$ cat src/rtl/cp0_regfile.sv
// CP0 register file: BadVAddr/Count/Compare/Status/Cause/EPC, the Count/Compare timer,
// exception-entry/ERET commit and interrupt-request generation.
module cp0_regfile #(
  parameter bit          COUNT_HALF_RATE = 1'b1,
  parameter int unsigned TIMER_IP_BIT    = 7
) (
  input  logic        clk,
  input  logic        rst,
  input  logic [7:0]  ex_cp0_r_addr,
  output logic [31:0] ex_cp0_r_data,
  input  logic        w_cp0_ena,
  input  logic [7:0]  w_cp0_addr,
  input  logic [31:0] w_cp0_data,
  input  logic        exc_valid,
  input  logic [4:0]  exc_code,
  input  logic [31:0] exc_pc,
  input  logic        exc_bd,
  input  logic [31:0] exc_badvaddr,
  input  logic        exc_is_eret,
  input  logic [5:0]  hw_int,
  output logic [31:0] cp0_epc,
  output logic        cp0_int_req,
  output logic [31:0] cp0_status,
  output logic [31:0] cp0_cause
);

  localparam logic [7:0] ADDR_BADVADDR = {5'd8,  3'd0};
  localparam logic [7:0] ADDR_COUNT    = {5'd9,  3'd0};
  localparam logic [7:0] ADDR_COMPARE  = {5'd11, 3'd0};
  localparam logic [7:0] ADDR_STATUS   = {5'd12, 3'd0};
  localparam logic [7:0] ADDR_CAUSE    = {5'd13, 3'd0};
  localparam logic [7:0] ADDR_EPC      = {5'd14, 3'd0};
  localparam logic [7:0] TIMER_MASK    = 8'(1) << TIMER_IP_BIT;

  logic [31:0] badvaddr_q, count_q, compare_q, epc_q;
  logic [7:0]  status_im_q;
  logic        status_exl_q, status_ie_q;
  logic        cause_bd_q, cause_ti_q;
  logic [5:0]  cause_ip_hw_q;
  logic [1:0]  cause_ip_sw_q;
  logic [4:0]  cause_exc_q;
  logic        tick_phase_q, count_inc_q;

  logic        exc_take, eret_take, tick, ti_set;
  logic        wr_badvaddr, wr_count, wr_compare, wr_status, wr_cause, wr_epc;
  logic [7:0]  cause_ip;

  assign exc_take  = exc_valid & ~exc_is_eret;
  assign eret_take = exc_valid &  exc_is_eret;

  assign wr_badvaddr = w_cp0_ena && (w_cp0_addr == ADDR_BADVADDR);
  assign wr_count    = w_cp0_ena && (w_cp0_addr == ADDR_COUNT);
  assign wr_compare  = w_cp0_ena && (w_cp0_addr == ADDR_COMPARE);
  assign wr_status   = w_cp0_ena && (w_cp0_addr == ADDR_STATUS);
  assign wr_cause    = w_cp0_ena && (w_cp0_addr == ADDR_CAUSE);
  assign wr_epc      = w_cp0_ena && (w_cp0_addr == ADDR_EPC);

  assign tick = COUNT_HALF_RATE ? tick_phase_q : 1'b1;
  // Compare==0 matches only when Count actually stepped into it, so reset state never fires.
  assign ti_set = (count_q == compare_q) && ((compare_q != '0) || count_inc_q);

  assign cause_ip    = {cause_ip_hw_q, cause_ip_sw_q} | (cause_ti_q ? TIMER_MASK : '0);
  assign cp0_status  = {9'b0, 1'b1, 6'b0, status_im_q, 6'b0, status_exl_q, status_ie_q};
  assign cp0_cause   = {cause_bd_q, cause_ti_q, 14'b0, cause_ip, 1'b0, cause_exc_q, 2'b0};
  assign cp0_epc     = epc_q;
  assign cp0_int_req = status_ie_q & ~status_exl_q & (|(cause_ip & status_im_q));

  always_comb begin
    ex_cp0_r_data = '0;
    case (ex_cp0_r_addr)
      ADDR_BADVADDR: ex_cp0_r_data = badvaddr_q;
      ADDR_COUNT:    ex_cp0_r_data = count_q;
      ADDR_COMPARE:  ex_cp0_r_data = compare_q;
      ADDR_STATUS:   ex_cp0_r_data = cp0_status;
      ADDR_CAUSE:    ex_cp0_r_data = cp0_cause;
      ADDR_EPC:      ex_cp0_r_data = epc_q;
      default:       ex_cp0_r_data = '0;
    endcase
  end

  always_ff @(posedge clk or negedge rst) begin
    if (!rst) begin
      badvaddr_q    <= '0;
      count_q       <= '0;
      compare_q     <= '0;
      epc_q         <= '0;
      status_im_q   <= '0;
      status_exl_q  <= 1'b0;
      status_ie_q   <= 1'b0;
      cause_bd_q    <= 1'b0;
      cause_ti_q    <= 1'b0;
      cause_ip_hw_q <= '0;
      cause_ip_sw_q <= '0;
      cause_exc_q   <= '0;
      tick_phase_q  <= 1'b0;
      count_inc_q   <= 1'b0;
    end else begin
      tick_phase_q  <= ~tick_phase_q;
      cause_ip_hw_q <= hw_int;
      count_inc_q   <= tick & ~wr_count;

      if (wr_count)  count_q <= w_cp0_data;
      else if (tick) count_q <= count_q + 32'd1;

      if (wr_compare) begin
        compare_q  <= w_cp0_data;
        cause_ti_q <= 1'b0;
      end else if (ti_set) begin
        cause_ti_q <= 1'b1;
      end

      if (wr_status) begin
        status_im_q <= w_cp0_data[15:8];
        status_ie_q <= w_cp0_data[0];
      end
      if (exc_take)       status_exl_q <= 1'b1;
      else if (eret_take) status_exl_q <= 1'b0;
      else if (wr_status) status_exl_q <= w_cp0_data[1];

      if (wr_cause) cause_ip_sw_q <= w_cp0_data[9:8];

      // An exception owns EPC for its cycle even when EXL blocks the EPC update.
      if (exc_take) begin
        cause_exc_q <= exc_code;
        if (!status_exl_q) begin
          epc_q      <= exc_bd ? exc_pc - 32'd4 : exc_pc;
          cause_bd_q <= exc_bd;
        end
      end else if (wr_epc) begin
        epc_q <= w_cp0_data;
      end

      if (exc_take && (exc_code == 5'd4 || exc_code == 5'd5)) badvaddr_q <= exc_badvaddr;
      else if (wr_badvaddr)                                    badvaddr_q <= w_cp0_data;
    end
  end

endmodule

$ cat config.mk
export PLATFORM = sky130hd
export DESIGN_NAME = cp0_regfile
export DESIGN_NICKNAME = d
export VERILOG_FILES = /design/src/rtl/cp0_regfile.sv
export SDC_FILE = /design/constraint.sdc
export NUM_CORES = 1
export LEC_CHECK = 0
export CORE_MARGIN = 4
export CORE_UTILIZATION = 44
export DETAILED_ROUTE_END_ITERATION = 6
export PLACE_DENSITY = 0.75
export SYNTH_ARGS = -nofsm -noshare
export SYNTH_HDL_FRONTEND = slang
export SYNTH_SLANG_ARGS = --single-unit
$ cat constraint.sdc
create_clock -name clk -period 2.17 [get_ports clk]
set_input_delay 0.434 -clock clk [delete_from_list [all_inputs] [get_ports clk]]
set_output_delay 0.434 -clock clk [all_outputs]
set_load 0.1 [all_outputs]
* After elaboration in Yosys (flattened, before gate mapping)
Cells that the tools add are included.
** Storage, ports and cells
- Output and inout port bits :: 129
- Bits of input ports :: 129
- Bits in registers :: 155
- Logic and storage cells :: 77
** Operators by class
- Reductions and logical operators :: 19
- Mux-type cells :: 15
- Add/sub/neg operators :: 2
- Equality and inequality tests :: 16
- Bitwise logic cells :: 11
** Operators by type and width (count)
- 2-to-1 mux 32 bit :: 8
- case mux 32 bit (6 select lines) :: 1
- equality test 8 x 7 -> 1 bit, second input constant :: 12
- adder 32 x 1 -> 32 bit, second input constant :: 1
- equality test 32 bit :: 1
- nonzero test 32 bit :: 1
- subtractor 32 x 3 -> 32 bit, second input constant :: 1
- equality test 5 x 3 -> 1 bit, second input constant :: 2
- AND 8 bit :: 1
- logical AND 1 bit :: 8
- 2-to-1 mux 8 bit :: 1
- OR 8 bit :: 1
- nonzero test 2 bit :: 4
- OR reduction 8 bit :: 1
- AND 1 bit :: 5
- 2-to-1 mux 1 bit :: 5
- inverter 1 bit :: 4
- AND reduction 2 bit :: 2
- nonzero test 3 bit :: 1
- logical OR 1 bit :: 2
- inequality test 2 bit, second input constant :: 1

* Depth between registers and ports, before layout
Gate-level depths: netlist of run 1.
- Word-level depth :: 5
- Depth in mapped cells :: 8
- Mapped depth without buffers :: 7

* Worst setup path after synthesis of run 1
OpenSTA, ideal clock, no wires.
- Path type :: reg2out
- Start :: register status_im_q[3]
- End :: output cp0_int_req
- Arrival time :: 3.407 ns
- Cell stages (with the launch flop) :: 5
- Required time :: 1.736 ns
- Path buffers :: 0
- Path slack :: -1.671 ns
- Cells stage by stage :: dfrtp_1 a222oi_1 nand3_1 a21oi_1 nor3_1
** On the way
- Word-level cells in the longest chain between the ends :: 3
** Ends and longest elaborated chain
- from (decl) :: line 36 : logic [7:0] status_im_q;
- from (signal assigned) :: line 113 : status_im_q <= w_cp0_data[15:8];
- AND 8 bit :: line 66 : assign cp0_int_req = status_ie_q & ~status_exl_q & (|(cause_ip & status_im_q));
- OR reduction 8 bit :: line 66
- AND 1 bit :: line 66
- to (decl) :: line 22 : output logic cp0_int_req,
Every way passes these cells.

* Final worst setup path of run 1
- Start :: input ex_cp0_r_addr[0]
- End :: output ex_cp0_r_data[7]
** On the way
- Word-level cells in the longest chain between the ends :: 2
- Elaborated cells between the ends (all ways) :: 7
** Ends and longest elaborated chain
- from (decl) :: line 9 : input logic [7:0] ex_cp0_r_addr,
- equality test 8 x 7 -> 1 bit :: line 70 : case (ex_cp0_r_addr)
- case mux 32 bit (6 select lines) (*) :: line 70
- to (decl) :: line 10 : output logic [31:0] ex_cp0_r_data,
Every way passes the cells marked *; elsewhere a longest branch is shown, timed or not.

==> out/qor.log, run 1 <==
[power_and_ir_drop] worst-case vdd ir drop 0.407 mV
[detailed_routing] average detailed-routed wire length per instance 22.9 µm
[timing] final setup margin -0.463 ns
[cts] clock transition at the registers of the reported paths 0.06 ns
[cts] clock tree from TritonCTS done
[cts] number of buffers inserted during clock tree synthesis 17
[synthesis] post-synth top area share 42.9%
[synthesis] Synth Area in Compound Gates 14.4%
[detailed_routing] remaining design rule violation count 0
[placement] Inst Count DP 1510
[finish] leading cell type in the layout, fill and taps excluded buf_4
[detailed_routing] number of nets with antenna violations after routing 0
[cts] clock latency at the later pin of the worst-skew pair 0.43 ns
[detailed_routing] total routed wirelength 36.1 mm
[setup_path] maximum fanout along the worst path 8
[floorplan] core region area 20200 µm²
[power_and_ir_drop] areal power density over the cells 730 nW/µm²
[setup_path] worst flop-to-flop path startpoint count_q[5]
[floorplan] placement row count 52
[global_routing] all-layer global routing usage 31.0%
[cts] CTS root buf clkbuf_16
[timing] final sum of negative setup slack -13.30 ns
[status] outcome finished with violations
[synthesis] total standard cell area after synthesis 9050 µm²
[timing] shortest clock period the worst path allows after layout 2.63 ns
[status] violations in the final reports negative setup slack
[synthesis] average cell area after synthesis 9.34 µm²
[cts] clock tree buffer depth 2
[finish] final-layout fill cell count 1454
[timing] measured slew at the worst slew-check pin 0.525 ns
[timing] setup repair after global routing missed its margin yes
[placement] port buffer count 218
[synthesis] share of async-settable or async-resettable flops after synthesis 100%
[detailed_routing] initial drt markers 881
[floorplan] floorplan die width 151 µm
[min_path] hold path start hw_int[2]
[floorplan] effective utilization at floorplan 44.7%
[finish] sequential cell area 3890 µm²
[synthesis] most frequently used flop master after synthesis dfrtp_1
[detailed_routing] First-pass DRT Iterations 6
[setup_path] r2r endpoint count_q[22]
[synthesis] count of mapped cells out of synthesis 969
[timing] Tcrit/Tclk final 121%
[timing] max-slew violation total from the final report 0
[min_path] class of the tightest hold or removal check input port to flop
[floorplan] Ports 258
[detailed_routing] DR vias 9171
[setup_path] CP Launch Type input port
[setup_path] Worst Setup End Kind output pin
[synthesis] simple logic cell fraction of the synthesized area 17.2%
[finish] area used by multi-input combinational logic 5360 µm²
[timing] final hold vios 0
[synthesis] fraction of the yosys area taken by sequential cells 42.9%
[floorplan] DIE HEIGHT 151 µm
[setup_path] Data required, critical path 1.74 ns
[synthesis] number of synthesized register bits 155
[synthesis] synth top area cells dfrtp_1 43%, a22oi_1 6.1%, nand2_1 5.8%, mux2_2 5.4%, o21ai_0 4.6%
[detailed_routing] number of vias per cell after detailed routing 5.83
[global_routing] antenna violations before repair 1
[setup_path] worst r2r path cells 5
[floorplan] die footprint 22900 µm²
[placement] placed wire-length estimate 25.9 mm
[setup_path] category of the critical setup timing path input port to output pin
[min_path] number of cells on the worst hold path 1
[power_and_ir_drop] Static Leak 0.00644 µW
[placement] placement-stage worst setup slack -0.716 ns
[synthesis] Synthesis Warnings 0
[global_routing] GRT overflow 0
[cts] Max H-tree Level 4
[finish] share of layout cells above drive strength 1 33.5%
[global_routing] maximum number of pins on one net before global-route repair 46
[synthesis] Post-Synth XOR/XNOR Area 8.42%
[synthesis] Synth Area in Adders 0.277%
[cts] number of clock sinks 155
[synthesis] Cell variety after synth 52
[timing] Peak Freq 0.380 GHz
[finish] signed area change from the synthesized netlist to the final layout 57.5%
[synthesis] count of flip-flops with a built-in enable after synthesis 0
[global_routing] global-route wire length before repair 53.3 mm
[timing] setup-violating endpoint count in the final report 34
[power_and_ir_drop] total power consumption of the routed design 10400 µW
[setup_path] CP Data Arrival Time 2.20 ns
[finish] most frequent cells in the layout 172 x buf_4, 145 x dfrtp_1, 116 x nand2_1, 108 x clkdlybuf4s50_1, 82 x o21ai_0
[min_path] endpoint with the worst hold slack cause_ip_hw_q[2]
[timing] clock skew 0.00747 ns
[run] Max Cap Viol 0
[placement] Final Wtd Congestion 0.943
[timing] Slew Limit Headroom 65.0%
[global_routing] via count of the first global-routing pass 9031
[finish] final cell count without fillers 1573
[synthesis] cell taking the most area after synthesis dfrtp_1
[setup_path] register-to-register path setup slack 0.15 ns
[synthesis] multiplexer share of the synthesized area 9.78%
[synthesis] main combinational cell family by area after synthesis simple AND/OR/NAND/NOR gates
[finish] Total Nets Final 1420
==> metrics by stage <==
| stage | hold WS [ns] | util, % | area (µm²) |
|---|---|---|---|
| after floorplan | 0.138 | - | 9720 |
| after global placement | 0.400 | 64.3 | 13000 |
| after detailed placement | 0.401 | 64.3 | 13000 |
| after CTS | 0.429 | 69.7 | 14100 |
| after global routing | 0.430 | 70.4 | 14200 |
| final | 0.438 | 70.4 | 14200 |
==> metal layers <==
metal | vias up | part of all wire [%] | global-route usage (%)
li1 | 4060 | - | -
met3 | 91 | 8.7 | 4.58
met2 | 515 | 47 | 48.9
met5 | - | 0 | 0
met1 | 4505 | 41 | 43.5
met4 | 0 | 3.5 | 11.2
==> how the worst max path moves through the flow <==
stage | start | endpoint | depth (start not counted)
after global placement | ex_cp0_r_addr[7] | ex_cp0_r_data[0] | 8
final | ex_cp0_r_addr[0] | ex_cp0_r_data[7] | 11
after detailed placement | ex_cp0_r_addr[7] | ex_cp0_r_data[3] | 8
after floorplan | exc_pc[20] | cp0_epc[23] | 6
after CTS | ex_cp0_r_addr[1] | ex_cp0_r_data[1] | 11
after global routing | ex_cp0_r_addr[0] | ex_cp0_r_data[1] | 11
==> final cells by class <==
type	instances	share of cell area (%)
clock buffer	23	3.28
timing repair buffer	374	28.2
clock inverter	9	0.957
tap	270	2.37
sequential	155	27.3
inverter	8	0.211
antenna	1	0.0176
multi-input combinational	733	37.6
==> critical path, stage by stage <==
cell and delay [ns]:
buf_6 0.09, nor4_4 0.29, buf_4 0.15, nand3b_1 0.10, buf_4 0.16, nor3_4 0.20
buf_6 0.17, buf_12 0.16, a22oi_1 0.13, nand2_4 0.11, buf_12 0.18
==> what timing repair did <==
item | 4_1_cts | 5_1_grt
gates cloned | 7 | 1
hold buffers | 1 | 0
buffers inserted | 19 | 3
endpoints found under the setup margin | 42 | 46
endpoints found under the hold margin | 42 | 0
pin swaps | 36 | 38
gates resized for setup | 60 | 29
==> registers in the layout (all words and copies together), names as in the netlist, 2 cells and up <==
signal and cells:
cause_ip_hw_q 6, status_im_q 8, badvaddr_q 32, cp0_epc 32
cause_ip_sw_q 2, count_q 32, compare_q 32, cause_exc_q 5
==> power by group <==
group          switching, µW  leakage, µW  total [µW]  internal [µW]
registers                484      0.00199        3780           3300
logic                   2450      0.00416        3510           1060
clock network           1230     0.000288        3110           1880
total                   4160      0.00644       10400           6240
==> Yosys cell counts, drive strengths merged, types with 2 or more instances <==
| master | count |
|---|---|
| buf | 54 |
| nor3 | 29 |
| mux2i | 40 |
| nor2 | 38 |
| a21oi | 11 |
| nor4 | 26 |
| or2 | 2 |
| or3 | 7 |
| o21ai | 84 |
| nand4 | 15 |
| o211ai | 4 |
| dfrtp | 155 |
| nand3 | 26 |
| and4 | 7 |
| inv | 8 |
| nand2 | 139 |
| nand2b | 7 |
| clkbuf | 56 |
| nand4b | 2 |
| and3 | 2 |
| mux2 | 43 |
| or4 | 5 |
| conb | 2 |
| a222oi | 10 |
| a211oi | 3 |
| xnor2 | 41 |
| a22oi | 74 |
| xor2 | 46 |
| a21boi | 2 |
| ha | 2 |
| or4b | 2 |
| and2 | 6 |
| o31ai | 6 |
| nand3b | 3 |
==> cells by family after synthesis <==
group           Yosys count
compound gates          201
xor+xnor                 87
fa+ha+maj                 2
buf+inv                 118
flops                   155
mux                      83
other cells               2
simple gates            321
No activity file was read; power rests on OpenSTA's default activity.
==> run 2: changes to the inputs <==
- TNS_END_PERCENT: not set -> 50
==> run 2 against run 1 <==
  * Largest cell class unchanged
  * Combinational power about the same
  * Final cell count down 1.6%
  * Register-to-register slack about the same
  * Largest power group unchanged
  * Non-clock buffer count fell by 24
  * The run ends with design-rule violations, negative setup slack left
  * Wire length shrank 0.38%
  * First-iteration DRC count up 18%
  * Total power decreased by 0.93%
==> out/qor.log, run 2 (synthesis gave the netlist of run 1 again) <==
[status] outcome finished with violations
[status] violations in the final reports design-rule violations, negative setup slack
[power_and_ir_drop] relative contribution of the clock network to total power 29.0%
[setup_path] CP Launch Type input port
[setup_path] Data required, critical path 1.74 ns
[global_routing] antenna violations before repair 0
[power_and_ir_drop] power share of the combinational group 33.9%
[global_routing] global-route wire length before repair 53.2 mm
[floorplan] floorplan die width 151 µm
[power_and_ir_drop] Net Switching 4230 µW
[detailed_routing] number of vias per cell after detailed routing 5.91
[placement] Placement Cell Area 12800 µm²
[min_path] class of the tightest hold or removal check input port to flop
[global_routing] via count of the first global-routing pass 9103
[floorplan] die footprint 22900 µm²
[setup_path] worst flop-to-flop path startpoint count_q[1]
[power_and_ir_drop] Static Leak 0.00625 µW
[setup_path] category of the critical setup timing path input port to output pin
[floorplan] placement row count 52
[power_and_ir_drop] sequential group share of total power 37.2%
[min_path] number of cells on the worst hold path 1
[min_path] endpoint with the worst hold slack cause_ip_hw_q[0]
[cts] clock transition at the registers of the reported paths 0.07 ns
[cts] Max H-tree Level 4
[timing] setup repair after global routing missed its margin yes
[floorplan] core region area 20200 µm²
[setup_path] Worst Setup End Kind output pin
[power_and_ir_drop] total power consumption of the routed design 10300 µW
[finish] Total Nets Final 1396
[placement] placement-stage worst setup slack -0.801 ns
[timing] final setup margin -0.420 ns
[setup_path] CP Data Arrival Time 2.16 ns
[global_routing] all-layer global routing usage 30.7%
[cts] CTS root buf clkbuf_16
[timing] Peak Freq 0.386 GHz
[detailed_routing] total routed wirelength 35.9 mm
[global_routing] GRT overflow 0
[detailed_routing] remaining design rule violation count 6
[placement] Final Wtd Congestion 0.949
[cts] number of buffers inserted during clock tree synthesis 17
[cts] clock latency at the later pin of the worst-skew pair 0.44 ns
[power_and_ir_drop] Net Sw Frac 41.1%
[finish] Layout Cell Area excl Fill 14000 µm²
[timing] setup-violating endpoint count in the final report 34
[setup_path] maximum fanout along the worst path 7
[global_routing] maximum number of pins on one net before global-route repair 58
[power_and_ir_drop] worst-case vdd ir drop 0.425 mV
[timing] Tcrit/Tclk final 119%
[finish] number of inserted diodes 0
[setup_path] worst r2r path cells 6
[finish] final cell utilization of the core 69.3%
[cts] clock tree buffer depth 2
[detailed_routing] number of nets with antenna violations after routing 0
[setup_path] Critical Path Start ex_cp0_r_addr[0]
[finish] signed area change from the synthesized netlist to the final layout 55.0%
[floorplan] DIE HEIGHT 151 µm
[timing] measured slew at the worst slew-check pin 0.664 ns
[timing] max-slew violation total from the final report 0
[finish] leading cell type in the layout, fill and taps excluded buf_4
[detailed_routing] initial drt markers 1038
[detailed_routing] DR vias 9154
[detailed_routing] First-pass DRT Iterations 7
[floorplan] effective utilization at floorplan 44.7%
[power_and_ir_drop] Internal Dissipation 6070 µW
[placement] port buffer count 218
[setup_path] register-to-register path setup slack 0.16 ns
[timing] Slew Limit Headroom 55.8%
[min_path] hold path start hw_int[0]
[cts] clock tree from TritonCTS done
[timing] final sum of negative setup slack -9.65 ns
[timing] shortest clock period the worst path allows after layout 2.59 ns
[finish] most frequent cells in the layout 147 x buf_4, 145 x dfrtp_1, 119 x clkdlybuf4s50_1, 116 x nand2_1, 84 x o21ai_0
[placement] placed wire-length estimate 26.4 mm
[detailed_routing] average detailed-routed wire length per instance 23.2 µm
[run] Max Cap Viol 0
[timing] clock skew 0.00946 ns
[floorplan] Ports 258
[cts] number of clock sinks 155
[timing] final hold vios 0
[power_and_ir_drop] areal power density over the cells 735 nW/µm²
[finish] share of layout cells above drive strength 1 33.3%
[setup_path] r2r endpoint count_q[10]
run 2: changes by cell type in the layout (fill, tap and decap cells not counted), moves of 4 or more:
cell and delta:
buf_8 +5, dlymetal6s2s_1 -7, dlygate4sd2_1 -8, a22oi_2 +11
buf_16 -4, clkdlybuf4s50_1 +11, a22oi_1 -11, buf_4 -25
run 2: final cells by class:
type	instances	area (µm²)
Tap cell	270	338
Clock inverter	12	140
Inverter	8	30.0
Multi-Input combinational cell	733	5390
Timing Repair Buffer	350	3780
Clock buffer	20	447
Sequential cell	155	3890
Fill cell	1455	6210
run 2: what timing repair did:
item	4_1_cts	5_1_grt
resized for setup	83	37
setup endpoints to repair	37	46
endpoints found under the hold margin	31	0
gates cloned	5	1
hold buffers	1	0
setup buffers	12	2
pin swaps	40	24
run 2: worst max path at each step:
stage                             to  slack, ns  cells past startpoint
floorplan                cp0_epc[23]      -0.17                      6
global placement    ex_cp0_r_data[2]      -0.72                      9
detailed placement  ex_cp0_r_data[2]      -0.80                      9
CTS                 ex_cp0_r_data[2]      -0.37                      7
global route        ex_cp0_r_data[2]      -0.39                      9
finish              ex_cp0_r_data[2]      -0.42                      9
run 2: through the flow:
stage	cells	hold WS, ns
after global placement	1500	0.351
after CTS	1549	0.435
after global routing	1548	0.445
after floorplan	1006	0.138
final	1548	0.430
after detailed placement	1500	0.347
run 2: worst max-delay path: stages:
cell and delay (ns):
buf_8 0.08, nor4_4 0.03, buf_4 0.15, and3b_1 0.18, and3_4 0.20, buf_12 0.14, a222oi_1 0.60, nand2_4 0.12
buf_12 0.20
run 2: per-layer routing:
metal | GRT usage [%] | share of wire (%) | vias to the layer above
met5 | 0 | 0 | -
met4 | 11.7 | 3.8 | 0
met3 | 7.42 | 10 | 114
met2 | 49.3 | 47 | 572
met1 | 40.2 | 38 | 4462
li1 | - | - | 4006
run 2: power by group through the flow:
stage	Clock, µW	Sequential, µW	Combinational [µW]
4_1_cts	2990	3790	3440
6_report	2990	3830	3490
3_3_place_gp	0	3810	3370
5_1_grt	3130	3860	3640
3_5_place_dp	0	3810	3410
2_1_floorplan	0	4610	1380
